--- src/rtl/acc_multi_block_ctrl.sv ---
// Multi-block hash accelerator controller: fetches message blocks, sequences
// the scheduler and compressor per block, then writes digest and status to the ACB.
module acc_multi_block_ctrl #(
    parameter int          MEM_LISTEN_ADDR_SIZE = 16,
    parameter int          MEM_LISTEN_DATA_SIZE = 32,
    parameter int          MEM_READ_ADDR_SIZE   = 16,
    parameter int          MEM_READ_DATA_SIZE   = 512,
    parameter int          MEM_WRITE_ADDR_SIZE  = 16,
    parameter int          MEM_WRITE_DATA_SIZE  = 32,
    parameter int          HASH_CYCLE_COUNT     = 64,
    parameter int          MAX_BLOCKS           = 4,
    parameter logic [15:0] HCB_MSG_ADDR         = 16'h1008,
    parameter logic [15:0] MSG_STRIDE           = 16'h0040,
    parameter logic [15:0] ACB_START_ADDR       = 16'h5000,
    parameter logic [15:0] ACB_H0_ADDR          = 16'h5008,
    parameter logic [15:0] WORD_ADDR_STEP       = 16'h0004
) (
    input  logic                                  clk,
    input  logic                                  rst,
    input  logic                                  mem_listen_en,
    input  logic [MEM_LISTEN_ADDR_SIZE-1:0]       mem_listen_addr,
    input  logic [MEM_LISTEN_DATA_SIZE-1:0]       mem_listen_data,
    output logic                                  mem_acc_read_en,
    output logic [MEM_READ_ADDR_SIZE-1:0]         mem_acc_read_addr,
    input  logic [MEM_READ_DATA_SIZE-1:0]         mem_acc_read_data,
    input  logic                                  mem_acc_read_data_valid,
    output logic                                  mem_acc_write_en,
    output logic [MEM_WRITE_ADDR_SIZE-1:0]        mem_acc_write_addr,
    output logic [MEM_WRITE_DATA_SIZE-1:0]        mem_acc_write_data,
    input  logic                                  mem_acc_write_done,
    input  logic [255:0]                          cm_out,
    output logic [MEM_READ_DATA_SIZE-1:0]         ms_msg,
    output logic                                  ms_init,
    output logic                                  ms_enable,
    output logic                                  cm_rst_hash,
    output logic                                  cm_update_A_H,
    output logic                                  cm_update_H0_7,
    output logic                                  cm_is_hashing,
    output logic [$clog2(HASH_CYCLE_COUNT)-1:0]   cm_cycle_count,
    output logic [$clog2(MAX_BLOCKS):0]           blk_idx,
    output logic                                  busy,
    output logic                                  job_done
);
    localparam int LA = MEM_LISTEN_ADDR_SIZE;
    localparam int RA = MEM_READ_ADDR_SIZE;
    localparam int WA = MEM_WRITE_ADDR_SIZE;
    localparam int W  = MEM_WRITE_DATA_SIZE;
    localparam int CW = $clog2(HASH_CYCLE_COUNT);
    localparam int BW = $clog2(MAX_BLOCKS) + 1;
    localparam int NW = 256 / W;
    localparam int WW = (NW > 1) ? $clog2(NW) : 1;

    typedef enum logic [3:0] {
        S_IDLE,
        S_READ_MSG,
        S_WR_BUSY,
        S_INIT,
        S_UPD1,
        S_HASH,
        S_UPD2,
        S_NEXT,
        S_WR_HASH,
        S_STATUS
    } state_t;

    state_t                        r_state, w_state_nxt;
    logic [BW-1:0]                 r_blk, w_blk_nxt;
    logic [BW-1:0]                 r_nblk, w_nblk_nxt;
    logic [CW-1:0]                 r_cyc, w_cyc_nxt;
    logic [WW-1:0]                 r_word, w_word_nxt;
    logic [2:0]                    r_code, w_code_nxt;
    logic                          r_abort, w_abort_nxt;
    logic [MEM_READ_DATA_SIZE-1:0] r_msg;
    logic                          w_msg_load;

    logic                          w_cmd;
    logic                          w_start;
    logic                          w_abrt;
    logic [7:0]                    w_nblk;
    logic                          w_nblk_ok;
    logic [NW-1:0][W-1:0]          w_words;
    logic                          w_unused;

    assign w_cmd     = mem_listen_en && (mem_listen_addr == LA'(ACB_START_ADDR));
    assign w_start   = w_cmd && mem_listen_data[0];
    assign w_abrt    = w_cmd && mem_listen_data[1];
    assign w_nblk    = mem_listen_data[15:8];
    assign w_nblk_ok = (w_nblk != 8'd0) && (int'(w_nblk) <= MAX_BLOCKS);
    assign w_words   = cm_out;
    assign w_unused  = ^mem_listen_data;

    assign ms_msg         = r_msg;
    assign blk_idx        = r_blk;
    assign cm_cycle_count = r_cyc;
    assign busy           = (r_state != S_IDLE);

    always_ff @(posedge clk) begin
        if (rst) begin
            r_state <= S_IDLE;
            r_blk   <= '0;
            r_nblk  <= '0;
            r_cyc   <= '0;
            r_word  <= '0;
            r_code  <= '0;
            r_abort <= 1'b0;
            r_msg   <= '0;
        end else begin
            r_state <= w_state_nxt;
            r_blk   <= w_blk_nxt;
            r_nblk  <= w_nblk_nxt;
            r_cyc   <= w_cyc_nxt;
            r_word  <= w_word_nxt;
            r_code  <= w_code_nxt;
            r_abort <= w_abort_nxt;
            if (w_msg_load) r_msg <= mem_acc_read_data;
        end
    end

    always_comb begin
        w_state_nxt        = r_state;
        w_blk_nxt          = r_blk;
        w_nblk_nxt         = r_nblk;
        w_cyc_nxt          = r_cyc;
        w_word_nxt         = r_word;
        w_code_nxt         = r_code;
        w_abort_nxt        = r_abort;
        w_msg_load         = 1'b0;
        mem_acc_read_en    = 1'b0;
        mem_acc_read_addr  = '0;
        mem_acc_write_en   = 1'b0;
        mem_acc_write_addr = '0;
        mem_acc_write_data = '0;
        ms_init            = 1'b0;
        ms_enable          = 1'b0;
        cm_rst_hash        = 1'b0;
        cm_update_A_H      = 1'b0;
        cm_update_H0_7     = 1'b0;
        cm_is_hashing      = 1'b0;
        job_done           = 1'b0;

        case (r_state)
            S_IDLE: begin
                w_abort_nxt = 1'b0;
                if (w_start) begin
                    if (w_nblk_ok) begin
                        w_nblk_nxt  = BW'(w_nblk);
                        w_blk_nxt   = '0;
                        w_state_nxt = S_READ_MSG;
                    end else begin
                        w_code_nxt  = 3'b110;
                        w_state_nxt = S_STATUS;
                    end
                end
            end
            S_READ_MSG: begin
                mem_acc_read_en   = 1'b1;
                mem_acc_read_addr = RA'(HCB_MSG_ADDR)
                                  + RA'(r_blk) * RA'(MSG_STRIDE);
                if (w_abrt) w_abort_nxt = 1'b1;
                if (mem_acc_read_data_valid) begin
                    w_msg_load = 1'b1;
                    if (r_abort || w_abrt) begin
                        w_code_nxt  = 3'b100;
                        w_state_nxt = S_STATUS;
                    end else if (r_blk == '0) begin
                        w_state_nxt = S_WR_BUSY;
                    end else begin
                        w_state_nxt = S_UPD1;
                    end
                end
            end
            S_WR_BUSY: begin
                mem_acc_write_en   = 1'b1;
                mem_acc_write_addr = WA'(ACB_START_ADDR);
                mem_acc_write_data = W'(3'b101);
                if (w_abrt) w_abort_nxt = 1'b1;
                if (mem_acc_write_done) begin
                    if (r_abort || w_abrt) begin
                        w_code_nxt  = 3'b100;
                        w_state_nxt = S_STATUS;
                    end else begin
                        w_state_nxt = S_INIT;
                    end
                end
            end
            S_INIT: begin
                cm_rst_hash = 1'b1;
                w_state_nxt = S_UPD1;
                if (w_abrt) begin
                    w_code_nxt  = 3'b100;
                    w_state_nxt = S_STATUS;
                end
            end
            S_UPD1: begin
                cm_update_A_H = 1'b1;
                ms_init       = 1'b1;
                w_state_nxt   = S_HASH;
                if (w_abrt) begin
                    w_code_nxt  = 3'b100;
                    w_state_nxt = S_STATUS;
                end
            end
            S_HASH: begin
                cm_is_hashing = 1'b1;
                ms_enable     = 1'b1;
                w_cyc_nxt     = r_cyc + CW'(1);
                if (w_abrt) begin
                    w_cyc_nxt   = '0;
                    w_code_nxt  = 3'b100;
                    w_state_nxt = S_STATUS;
                end else if (r_cyc == CW'(HASH_CYCLE_COUNT - 1)) begin
                    w_cyc_nxt   = '0;
                    w_state_nxt = S_UPD2;
                end
            end
            S_UPD2: begin
                cm_update_H0_7 = 1'b1;
                w_state_nxt    = S_NEXT;
                if (w_abrt) begin
                    w_code_nxt  = 3'b100;
                    w_state_nxt = S_STATUS;
                end
            end
            S_NEXT: begin
                if (w_abrt) begin
                    w_code_nxt  = 3'b100;
                    w_state_nxt = S_STATUS;
                end else if ((r_blk + BW'(1)) < r_nblk) begin
                    w_blk_nxt   = r_blk + BW'(1);
                    w_state_nxt = S_READ_MSG;
                end else begin
                    w_word_nxt  = '0;
                    w_state_nxt = S_WR_HASH;
                end
            end
            S_WR_HASH: begin
                mem_acc_write_en   = 1'b1;
                mem_acc_write_addr = WA'(ACB_H0_ADDR)
                                   + WA'(r_word) * WA'(WORD_ADDR_STEP);
                mem_acc_write_data = w_words[r_word];
                if (w_abrt) w_abort_nxt = 1'b1;
                // the in-flight word always lands before an abort takes effect
                if (mem_acc_write_done) begin
                    if (r_abort || w_abrt) begin
                        w_code_nxt  = 3'b100;
                        w_state_nxt = S_STATUS;
                    end else if (r_word == WW'(NW - 1)) begin
                        w_code_nxt  = 3'b010;
                        w_state_nxt = S_STATUS;
                    end else begin
                        w_word_nxt = r_word + WW'(1);
                    end
                end
            end
            S_STATUS: begin
                mem_acc_write_en   = 1'b1;
                mem_acc_write_addr = WA'(ACB_START_ADDR);
                mem_acc_write_data = W'(r_code);
                if (mem_acc_write_done) begin
                    job_done    = 1'b1;
                    w_state_nxt = S_IDLE;
                end
            end
            default: w_state_nxt = S_IDLE;
        endcase
    end
endmodule

--- config.mk ---
export PLATFORM = sky130hd
export DESIGN_NAME = acc_multi_block_ctrl
export DESIGN_NICKNAME = d
export VERILOG_FILES = /design/src/rtl/acc_multi_block_ctrl.sv
export SDC_FILE = /design/constraint.sdc
export NUM_CORES = 1
export LEC_CHECK = 0
export CAP_MARGIN = 20
export CORE_AREA = 2 2 544 546
export CTS_CLUSTER_DIAMETER = 200
export DETAILED_ROUTE_END_ITERATION = 6
export DIE_AREA = 0 0 546 548
export PLACE_DENSITY_LB_ADDON = 0.2
export SETUP_SLACK_MARGIN = 0.4
export SYNTH_ARGS = -nofsm -noshare
export SYNTH_HDL_FRONTEND = slang
export SYNTH_SLANG_ARGS = --single-unit
--- constraint.sdc ---
create_clock -name clk -period 3.2 [get_ports clk]
set_input_delay 0.48 -clock clk [delete_from_list [all_inputs] [get_ports clk]]
set_output_delay 0.48 -clock clk [all_outputs]
set_load 0.01 [all_outputs]
==> impl_metrics.tcl, run 1 <==
set metrics [dict create \
    die_x_um 546 \
    p_total_mw 26.6 \
    cp_max_fo 6 \
    finalWirelength_um 190000 \
    cts_sinks 534 \
    grt_max_degree 98 \
    worstPathArrival_ps 2780 \
    register_area_sq_um 10700 \
    setup_viol 2 \
    setup_ws_ps -56.6 \
    grt_pass1_vias 24815 \
    clock_latency_ps 780 \
    synth.avg_cell_area_sq_um 8.09 \
    period_share_pct 102 \
    synth_edf_count 0 \
    final_cells 8081 \
    cts_tree "built" \
    status "finished with violations" \
    fp-row-count 199 \
    cp-start-kind "register" \
    hold_class "in -> reg" \
    core_sq_um 293000 \
    dp_cells 7800 \
    ant_nets 0 \
    drc 0 \
    fin_nets 4906 \
    initial_core_util_pct 7.23 \
    whs_ps 246 \
    mostFrequentLayoutCells "clkdlybuf4s50_1 (1320), nand2_1 (970), dfxtp_1 (529)" \
    fin_worst_skew_ps 84.8 \
    syn_to_final_growth_pct 113 \
    htreeDepth 3 \
    path_class "reg -> out" \
    slew_headroom_pct 47.1 \
    final_common_cell "clkdlybuf4s50_1" \
    ys_seq_area_share_pct 50.5 \
    dieArea_sq_um 299000 \
    synthTopCellsByArea "dfxtp_1 (50%), nand2_1 (18%), a21oi_1 (13%)" \
    die_y_um 548 \
    max_freq_mhz 307 \
    synth_area_sq_um 21200 \
    drtPass1Iterations 5 \
    drive_gt1_share_pct 13.9 \
    async_flop_share_pct 0 \
    peakVddDrop_mv 0.312 \
    final_hold_viol_count 0 \
    port_buffers 1372 \
    dp_hpwl_um 154000 \
    ys_ff_latch 534 \
    dp_slack_ps -396 \
    gp_congestion 0.933 \
    first_iter_violations 1479 \
    rrSetupSlack_ps 220 \
    rsz0062_at_grt "yes" \
    multi_input_area_sq_um 10100 \
    failed_checks "negative setup slack" \
    grt_pass1_wl_um 238000 \
    root_buffer "clkbuf_16" \
    worstMarginPinSlew_ps 787 \
    via_per_inst 3.11 \
    maxCapViolCount 0 \
    syn_inst 2617 \
    antenna_found_initial 74 \
    cp-end-kind "output port" \
    finalCriticalPeriod_ps 3260 \
    synth.distinct_cells 59 \
    track_usage_pct 11.7 \
    cts.path.max_buffers 4 \
    synth.top_cell.area_share_pct 50.5 \
    fill_cells 33376 \
    avgRoutedWirePerCell_um 23.5 \
    ios 1416 \
    ys.flop_type "dfxtp_1" \
    required_ps 2720 \
    grt-ovfl-total 0 \
    powerDensity_nw_per_um2 590 \
    cts_buffers 82 \
    yosysWarnings 0 \
    synth_top_area_cell "dfxtp_1" \
    tns_ps -90.5 \
    leakagePower_nw 14.7 \
    path_clk_slew_ps 60 \
    slew_violations 0 \
    dr_total_vias 25142 \
]
## Yosys cell counts, types with 7 or more instances
| cell type | instances |
|---|---|
| a21oi_1 | 536 |
| and2_1 | 7 |
| buf_2 | 15 |
| buf_4 | 27 |
| clkbuf_1 | 187 |
| dfxtp_1 | 534 |
| ha_1 | 8 |
| inv_1 | 11 |
| mux2i_1 | 35 |
| mux4_2 | 64 |
| nand2_1 | 1035 |
| nor2_1 | 50 |
| nor3_1 | 9 |
| o21ai_0 | 11 |
## repair_timing
action / CTS / global route
hold buffers: 0 / 0
resized for setup: 227 / 168
pin swaps: 6 / 14
setup endpoints to repair: 57 / 433
buffers inserted: 40 / 49
cloned: 1 / 22
## registers in the layout (all words and copies together), names as in the netlist
name and count:
blk_idx 3, r_word 3, r_state 4, r_code 2, cm_cycle_count 6, r_abort 1
r_nblk 3, ms_msg 512
## layer usage
metal	track usage, %	vias to the layer above	routed length (um)
li1	-	11630	-
met1	14.1	12017	78700
met2	18.7	1243	87100
met3	5.21	222	19900
met4	3.03	30	4070
met5	0	-	185
## logic make-up after synthesis
| logic type | share of synthesized area, % |
|---|---|
| AO/OA/AOI/OAI | 14.0 |
| adder cells (fa/ha/maj) | 0.473 |
| AND/OR/NAND/NOR | 21.6 |
| multiplexers | 8.51 |
| flip-flops | 50.5 |
| buffers and inverters | 4.87 |
| XOR/XNOR | 0.0827 |
| other | 0.0177 |
## power breakdown
part	total, mW	internal (mW)	switching, mW
clock network	9.15	5.51	3.64
registers	7.90	7.42	0.475
logic	9.57	4.54	5.03
## final cells by class
| cell class | instances | area share [%] |
|---|---|---|
| multi-input combinational | 1860 | 22.5 |
| antenna | 25 | 0.139 |
| clock inverter | 29 | 0.680 |
| sequential | 534 | 23.7 |
| tap | 3919 | 10.9 |
| clock buffer | 115 | 5.20 |
| timing repair buffer | 1588 | 36.8 |
| inverter | 11 | 0.0915 |
## final timing paths
path	start	to	depth (start not counted)
worst max-delay path	r_word[0]$_SDFFE_PP0P_	mem_acc_write_data[0]	9
worst min-delay path	mem_acc_read_data[196]	ms_msg[196]$_SDFFE_PP0P_	3
worst max register to register	r_state[1]$_SDFFE_PP0P_	ms_msg[77]$_SDFFE_PP0P_	20
worst min register to register	ms_msg[319]$_SDFFE_PP0P_	ms_msg[319]$_SDFFE_PP0P_	2
## worst max-delay path: stages (launching register included)
cell and delay, ps:
dfxtp_4 440, buf_12 140, buf_16 110, buf_12 110, mux4_2 520, mux2i_4 290
nor2_1 90, a21oi_1 120, nor3_1 90, buf_2 150
## metrics by stage
step / cell area [sq um] / utilization (%)
2_1_floorplan: 21300 / -
3_3_place_gp: 40000 / 13.7
3_5_place_dp: 40000 / 13.7
4_1_cts: 43400 / 14.8
5_1_grt: 45100 / 15.4
6_report: 45100 / 15.4
Power figures use the tool's default switching activity.
==> inputs of run 2 (changes only) <==
Settings changed: CAP_MARGIN 20 to unset.
==> results of run 2 <==
Same layout as run 1: the final DEF is identical, and so are final timing and power.
==> variant 1: new RTL, flow settings as in run 2 <==
The 10 states of `state_t` get a Gray code encoding in 4 bits.
--- a/src/rtl/acc_multi_block_ctrl.sv
+++ b/src/rtl/acc_multi_block_ctrl.sv
@@ -53,12 +53,12 @@
     typedef enum logic [3:0] {
-        S_IDLE,
-        S_READ_MSG,
-        S_WR_BUSY,
-        S_INIT,
-        S_UPD1,
-        S_HASH,
-        S_UPD2,
-        S_NEXT,
-        S_WR_HASH,
-        S_STATUS
+        S_IDLE     = 4'b0000,
+        S_READ_MSG = 4'b0001,
+        S_WR_BUSY  = 4'b0011,
+        S_INIT     = 4'b0010,
+        S_UPD1     = 4'b0110,
+        S_HASH     = 4'b0111,
+        S_UPD2     = 4'b0101,
+        S_NEXT     = 4'b0100,
+        S_WR_HASH  = 4'b1100,
+        S_STATUS   = 4'b1101
     } state_t;
Function: same outputs for any inputs over 4 cycles, from zero or initial values and one cycle with rst high; so few cycles prove little.
==> variant 1 against run 2 <==
The flow still finishes with violations (negative setup slack); area after synthesis is 0.64% higher; utilization is 0.37 points lower; via count is 0.39% lower; routed wire length is 17% higher; setup slack worse by 0.13 ns; global-route usage is 2.6 points higher; design area is 2.4% lower; count of clock-buffer cells in the layout is 7 higher; sequential cell count stayed put; critical endpoint is now mem_acc_write_data[1].
Power is not compared: it rests on default switching activity, and its combinational part moved more than twofold at a synthesized area within 25%.
==> variant 1: results (changes against run 2) <==
| Metric | Value |
|---|---|
| Slew HR | `0.3983 (was 0.4705)` |
| CTS Sinks | `534 (unchanged)` |
| Post-synthesis sequential area ratio | `0.5015 (was 0.5047)` |
| Starting DRT DRC Count | `1502 (was 1479)` |
| Most instantiated cells after synthesis | `1037 x nand2_1, 534 x a21oi_1, 534 x dfxtp_1, 132 x clkbuf_1, 64 x mux4_2 (was 1035 x nand2_1, 536 x a21oi_1, 534 x dfxtp_1, 187 x clkbuf_1, 64 x mux4_2)` |
| Cell family with most CP delay | `buffers and inverters (was multiplexers)` |
| DP HPWL | `191.7 mm (was 154.1 mm)` |
| Cell Count Post-Placement | `7833 (was 7800)` |
| Status | `finished with violations (unchanged)` |
| Total track usage | `0.1425 (was 0.1166)` |
| Largest net degree at the start of global routing | `93 (was 98)` |
| Final std cells w/o fill | `8049 (was 8081)` |
| Post-Route WL | `222.2 mm (was 190.0 mm)` |
| Initial antenna violation count | `102 (was 74)` |
| WHS | `0.1674 ns (was 0.2463 ns)` |
| Hold path cells | `2 (was 3)` |
| RR Endpoint | `r_word[0] (was ms_msg[77])` |
| Critical path's largest stage delay | `0.50 ns (was 0.52 ns)` |
| Hold Path End | `cm_cycle_count[0] (was ms_msg[196])` |
| Number of global-route vias before repair | `25.61k (was 24.82k)` |
| Slowest-stage cell, CP | `mux4_2 (unchanged)` |
| Synth Warn # | `0 (unchanged)` |
| Leak | `14.02 nW` |
| Critical Path AT | `2.91 ns (was 2.78 ns)` |
| Gp weighted congestion | `0.9071 (was 0.9327)` |
| Crit Path Max Fanout | `5 (was 6)` |
| Post-layout nets | `4888 (was 4906)` |
| Worst setup slack for register-to-register paths | `0.63 ns (was 0.22 ns)` |
| Met3 usage | `0.09279 (was 0.05207)` |
| Area after DPL | `40180 µm² (was 40010 µm²)` |
| Via count | `25.04k (was 25.14k)` |
| First-pass GRT wire length | `279.3 mm (was 237.6 mm)` |
| Fraction of layout cells with a size suffix above 1 | `0.1213 (was 0.1385)` |
| R2R depth | `9 (was 20)` |
| M1 GR Usage | `0.1528 (was 0.1406)` |
| PnR worst setup slack | `-0.1882 ns (was -0.05662 ns)` |
| Post-synth cell types | `63 (was 59)` |
| Syn_area_per_cell | `8.114 µm² (was 8.093 µm²)` |
| Min-delay src | `rst (was mem_acc_read_data[196])` |
| Setup Viol. Count Final | `9 (was 2)` |
| Clk_skew | `0.04465 ns (was 0.08478 ns)` |
| R2R Path Start | `blk_idx[0] (was r_state[1])` |
| Synth top area cells | `dfxtp_1 50%, nand2_1 18%, a21oi_1 13%, mux4_2 6.8%, clkbuf_1 2.3% (was dfxtp_1 50%, nand2_1 18%, a21oi_1 13%, mux4_2 6.8%, clkbuf_1 3.3%)` |
| Routing usage on met2 | `0.2375 (was 0.1872)` |
| Failing checks | `negative setup slack (unchanged)` |
==> variant 1: cell count changes after synthesis, sizes merged, moves of 3 or more <==
cell    delta
buf       +55
clkbuf    -55
mux2i      +4
nor2      +10
nor2b      +4
nor3       +3
o21ai      +4
o311ai     -3
or3        -3
==> variant 1: kinds of logic (layout without fill, tap and decap cells) <==
logic type                 after synthesis  in the layout  synth area share
AOI/OAI and AO/OA                      574            574            0.1393
muxes                                  105            105           0.08699
xor gates and xnor gates                 1              1         0.0004110
and+or+nand+nor                       1160           1160            0.2148
other                                    1             37         0.0001759
DFF                                    534            534            0.5015
adders and majority gates                8              8          0.004696
buffers and inverters                  244           1711           0.05213
==> variant 1: worst max-delay path by stage <==
| stage | start | end | slack (ns) | depth (start not counted) |
|---|---|---|---|---|
| finish | r_word[0] | mem_acc_write_data[1] | -0.19 | 9 |
| CTS | r_word[0] | mem_acc_write_data[1] | -0.29 | 9 |
| detailed placement | cm_out[97] | mem_acc_write_data[1] | -0.94 | 9 |
| floorplan | r_word[0] | mem_acc_write_data[10] | 0.88 | 6 |
| global placement | cm_out[97] | mem_acc_write_data[1] | -1.00 | 9 |
| global route | r_word[0] | mem_acc_write_data[1] | -0.27 | 9 |
==> variant 1: worst reg2reg max path: cells and delay by family, from the launching register on <==
| family | cells | cell delay (ns) |
|---|---|---|
| adders and majority gates | 2 | 0.62 |
| and+or+nand+nor | 3 | 0.56 |
| AOI/OAI and AO/OA | 2 | 0.50 |
| DFF | 1 | 0.43 |
| muxes | 1 | 0.25 |
| buffers and inverters | 1 | 0.10 |
==> variant 1: cell type report <==
type / count / area [µm²]
repair buffers: 1560 / 15700
diodes: 16 / 40.04
clock inverters: 17 / 231.5
fillers: 33450 / 249000
multi-input cells: 1869 / 9923
well taps: 3919 / 4903
clock buffers: 122 / 2452
flip-flops and latches: 534 / 10720
inverters: 12 / 48.80
==> variant 1: metrics by stage <==
step | setup WS (ns) | utilization | TNS (ns)
global route | -0.2707 | 0.1501 | -2.770
detailed placement | -0.9410 | 0.1371 | -1.369
floorplan | 0.8850 | - | 0
finish | -0.1882 | 0.1502 | -0.5959
global placement | -1.003 | 0.1371 | -1.459
CTS | -0.2901 | 0.1489 | -1.677
==> variant 1: layer usage <==
layer,vias up,wire (µm)
met5,-,563
met1,11940,82580
li1,11540,-
met2,1237,103300
met4,86,3061
met3,245,32730
==> variant 1: timing repair <==
action | 4_1_cts | 5_1_grt
resized for setup | 254 | 40
hold endpoints to repair | 0 | 0
gates cloned | 1 | 2
setup buffers | 43 | 15
endpoints found under the setup margin | 60 | 38
pin swaps | 6 | 2
==> variant 1: power by group <==
group | leakage [nW] | switching [mW] | internal, mW
combinational | 8.40 | 0.519 | 0.977
clock | 1.32 | 3.60 | 5.60
sequential | 4.30 | 0.0000122 | 6.65
==> variant 2: new RTL, config.mk and constraints of run 2 <==
Without the edit above. The parameter `MEM_WRITE_DATA_SIZE` goes from 32 to 16.
--- a/src/rtl/acc_multi_block_ctrl.sv
+++ b/src/rtl/acc_multi_block_ctrl.sv
@@ -8,3 +8,3 @@
     parameter int          MEM_WRITE_ADDR_SIZE  = 16,
-    parameter int          MEM_WRITE_DATA_SIZE  = 32,
+    parameter int          MEM_WRITE_DATA_SIZE  = 16,
     parameter int          HASH_CYCLE_COUNT     = 64,
Interface: changed (resized mem_acc_write_data); port bits go from 1416 to 1400. The function was not compared with the original's and may differ.
==> variant 2 against run 2 <==
The flow still finishes with violations (negative setup slack); power is 8.8% lower; routed wire length is 3.7% higher; synthesized cell count is 1.1% lower; via count is 2.9% lower; combinational power is 23% lower; critical path depth is 2 lower; sequential cell count is 1 higher; sequential power is 2% lower; setup slack worse by 0.25 ns; global-route usage is 1.0 points higher; utilization is 0.67 points lower; area after synthesis is 0.71% higher; design area is 4.4% lower; critical endpoint is now mem_acc_write_data[1].
==> variant 2: results (changes against run 2) <==
| Metric | Value |
|---|---|
| DP HPWL | `168.0 mm (was 154.1 mm)` |
| Gp weighted congestion | `0.9024 (was 0.9327)` |
| Cell Count Post-Placement | `7759 (was 7800)` |
| First-pass GRT wire length | `252.6 mm (was 237.6 mm)` |
| Avg WL per Cell | `24.81 µm (was 23.51 µm)` |
| Sequential power | `7.75 mW (was 7.90 mW)` |
| Setup bufs post-CTS | `21 (was 40)` |
| Root Buffer | `clkbuf_16 (unchanged)` |
| Worst-Skew Late Latency | `0.80 ns (was 0.78 ns)` |
| Synth Area in Compound Gates | `0.1355 (was 0.1398)` |
| Port bufs | `1357 (was 1372)` |
| FILL cells | `33.50k (was 33.38k)` |
| Post-layout nets | `4784 (was 4906)` |
| Initial antenna violation count | `107 (was 74)` |
| Number of global-route vias before repair | `24.84k (was 24.82k)` |
| Pre-CTS setup slack | `-0.4844 ns (was -0.3963 ns)` |
| PnR worst setup slack | `-0.3048 ns (was -0.05662 ns)` |
| Fraction of layout cells with a size suffix above 1 | `0.1025 (was 0.1385)` |
| Clk power | `9.18 mW (was 9.15 mW)` |
| Failing checks | `negative setup slack (unchanged)` |
| Status | `finished with violations (unchanged)` |
| Most instantiated cells after synthesis | `1042 x nand2_1, 538 x a21oi_1, 535 x dfxtp_1, 137 x clkbuf_1, 79 x mux4_2 (was 1035 x nand2_1, 536 x a21oi_1, 534 x dfxtp_1, 187 x clkbuf_1, 64 x mux4_2)` |
| Largest net degree at the start of global routing | `95 (was 98)` |
| Synth Area in XOR/XNOR | `0.001642 (was 0.0008270)` |
| Logic power comb | `7.35 mW (was 9.57 mW)` |
| Cts repair resizes | `130 (was 227)` |
| Synth Area in Adders | `0.004106 (was 0.004726)` |
| Final TNS setup | `-3.789 ns (was -0.09050 ns)` |
| Post-synthesis sequential area ratio | `0.5021 (was 0.5047)` |
| Async set or reset register ratio after synthesis | `0 (unchanged)` |
| Total track usage | `0.1267 (was 0.1166)` |
| Setup Viol. Count Final | `16 (was 2)` |
| Number of buffers created by CTS | `85 (was 82)` |
| Final std cells w/o fill | `7942 (was 8081)` |
| Worst vdd ir | `380.1 µV (was 311.6 µV)` |
| Critical Path AT | `3.02 ns (was 2.78 ns)` |
| Starting DRT DRC Count | `1289 (was 1479)` |
| Critical path's largest stage delay | `0.61 ns (was 0.52 ns)` |
| Vias per std cell | `3.073 (was 3.111)` |
| Clk_skew | `0.09759 ns (was 0.08478 ns)` |
| Syn Inst Count | `2588 (was 2617)` |
| Post-synth cell types | `53 (was 59)` |
| Internal | `16.14 mW (was 17.47 mW)` |
| Slew @ Worst Pin | `0.8036 ns (was 0.7870 ns)` |
| Mux share of post-synthesis cell area | `0.08827 (was 0.08513)` |
| Synth top area cells | `dfxtp_1 50%, nand2_1 18%, a21oi_1 13%, mux4_2 8.3%, buf_4 2.4% (was dfxtp_1 50%, nand2_1 18%, a21oi_1 13%, mux4_2 6.8%, clkbuf_1 3.3%)` |
| Leak | `13.83 nW (was 14.67 nW)` |
==> variant 2: cell count changes after synthesis, moves of 4 or more <==
cell,before,now
and2_1,7,21
nor2_1,50,23
buf_4,27,69
clkbuf_1,187,137
nand2_1,1035,1042
nand3_1,6,10
mux2i_1,35,7
mux4_2,64,79
nor2b_1,3,9
nor4_1,6,2
==> variant 2: worst paths after layout <==
kind               startpoint  slack, ns  cells after the start                    end
hold reg to reg   ms_msg[123]       0.45                      2            ms_msg[123]
setup / recovery    r_word[0]      -0.30                      7  mem_acc_write_data[1]
hold / removal            rst       0.09                      2            ms_msg[279]
setup reg to reg   blk_idx[1]       0.55                     11              r_word[3]
==> variant 2: cell families (layout without fill, tap and decap cells) <==
logic type,Yosys count,in the layout
flops,535,535
xor+xnor,4,4
compound gates,568,568
fa+ha+maj,7,7
simple gates,1145,1145
other cells,1,33
mux,89,89
buf+inv,239,1642
==> variant 2: cell type report <==
type	count	area, µm²	share of cell area
clock buffers	112	2370	0.05493
diodes	13	32.53	0.0007541
repair buffers	1490	15090	0.3498
well taps	3919	4903	0.1137
inverters	11	43.79	0.001015
multi-input cells	1833	9676	0.2243
clock inverters	29	289.0	0.006700
flip-flops and latches	535	10740	0.2489
==> variant 2: routing by layer <==
layer,track usage,vias to the layer above,part of all wire
li1,-,11310,-
met1,0.1369,11530,0.38
met2,0.2110,1223,0.47
met3,0.07535,283,0.13
met4,0.02790,58,0.021
met5,0,-,0.0018
==> variant 2: stage by stage <==
step	hold slack, ns	instance area [µm²]
2_1_floorplan	0.4576	21400
3_3_place_gp	0.4413	39900
3_5_place_dp	0.4463	39900
4_1_cts	0.04062	42940
5_1_grt	0.07880	43130
6_report	0.09165	43140
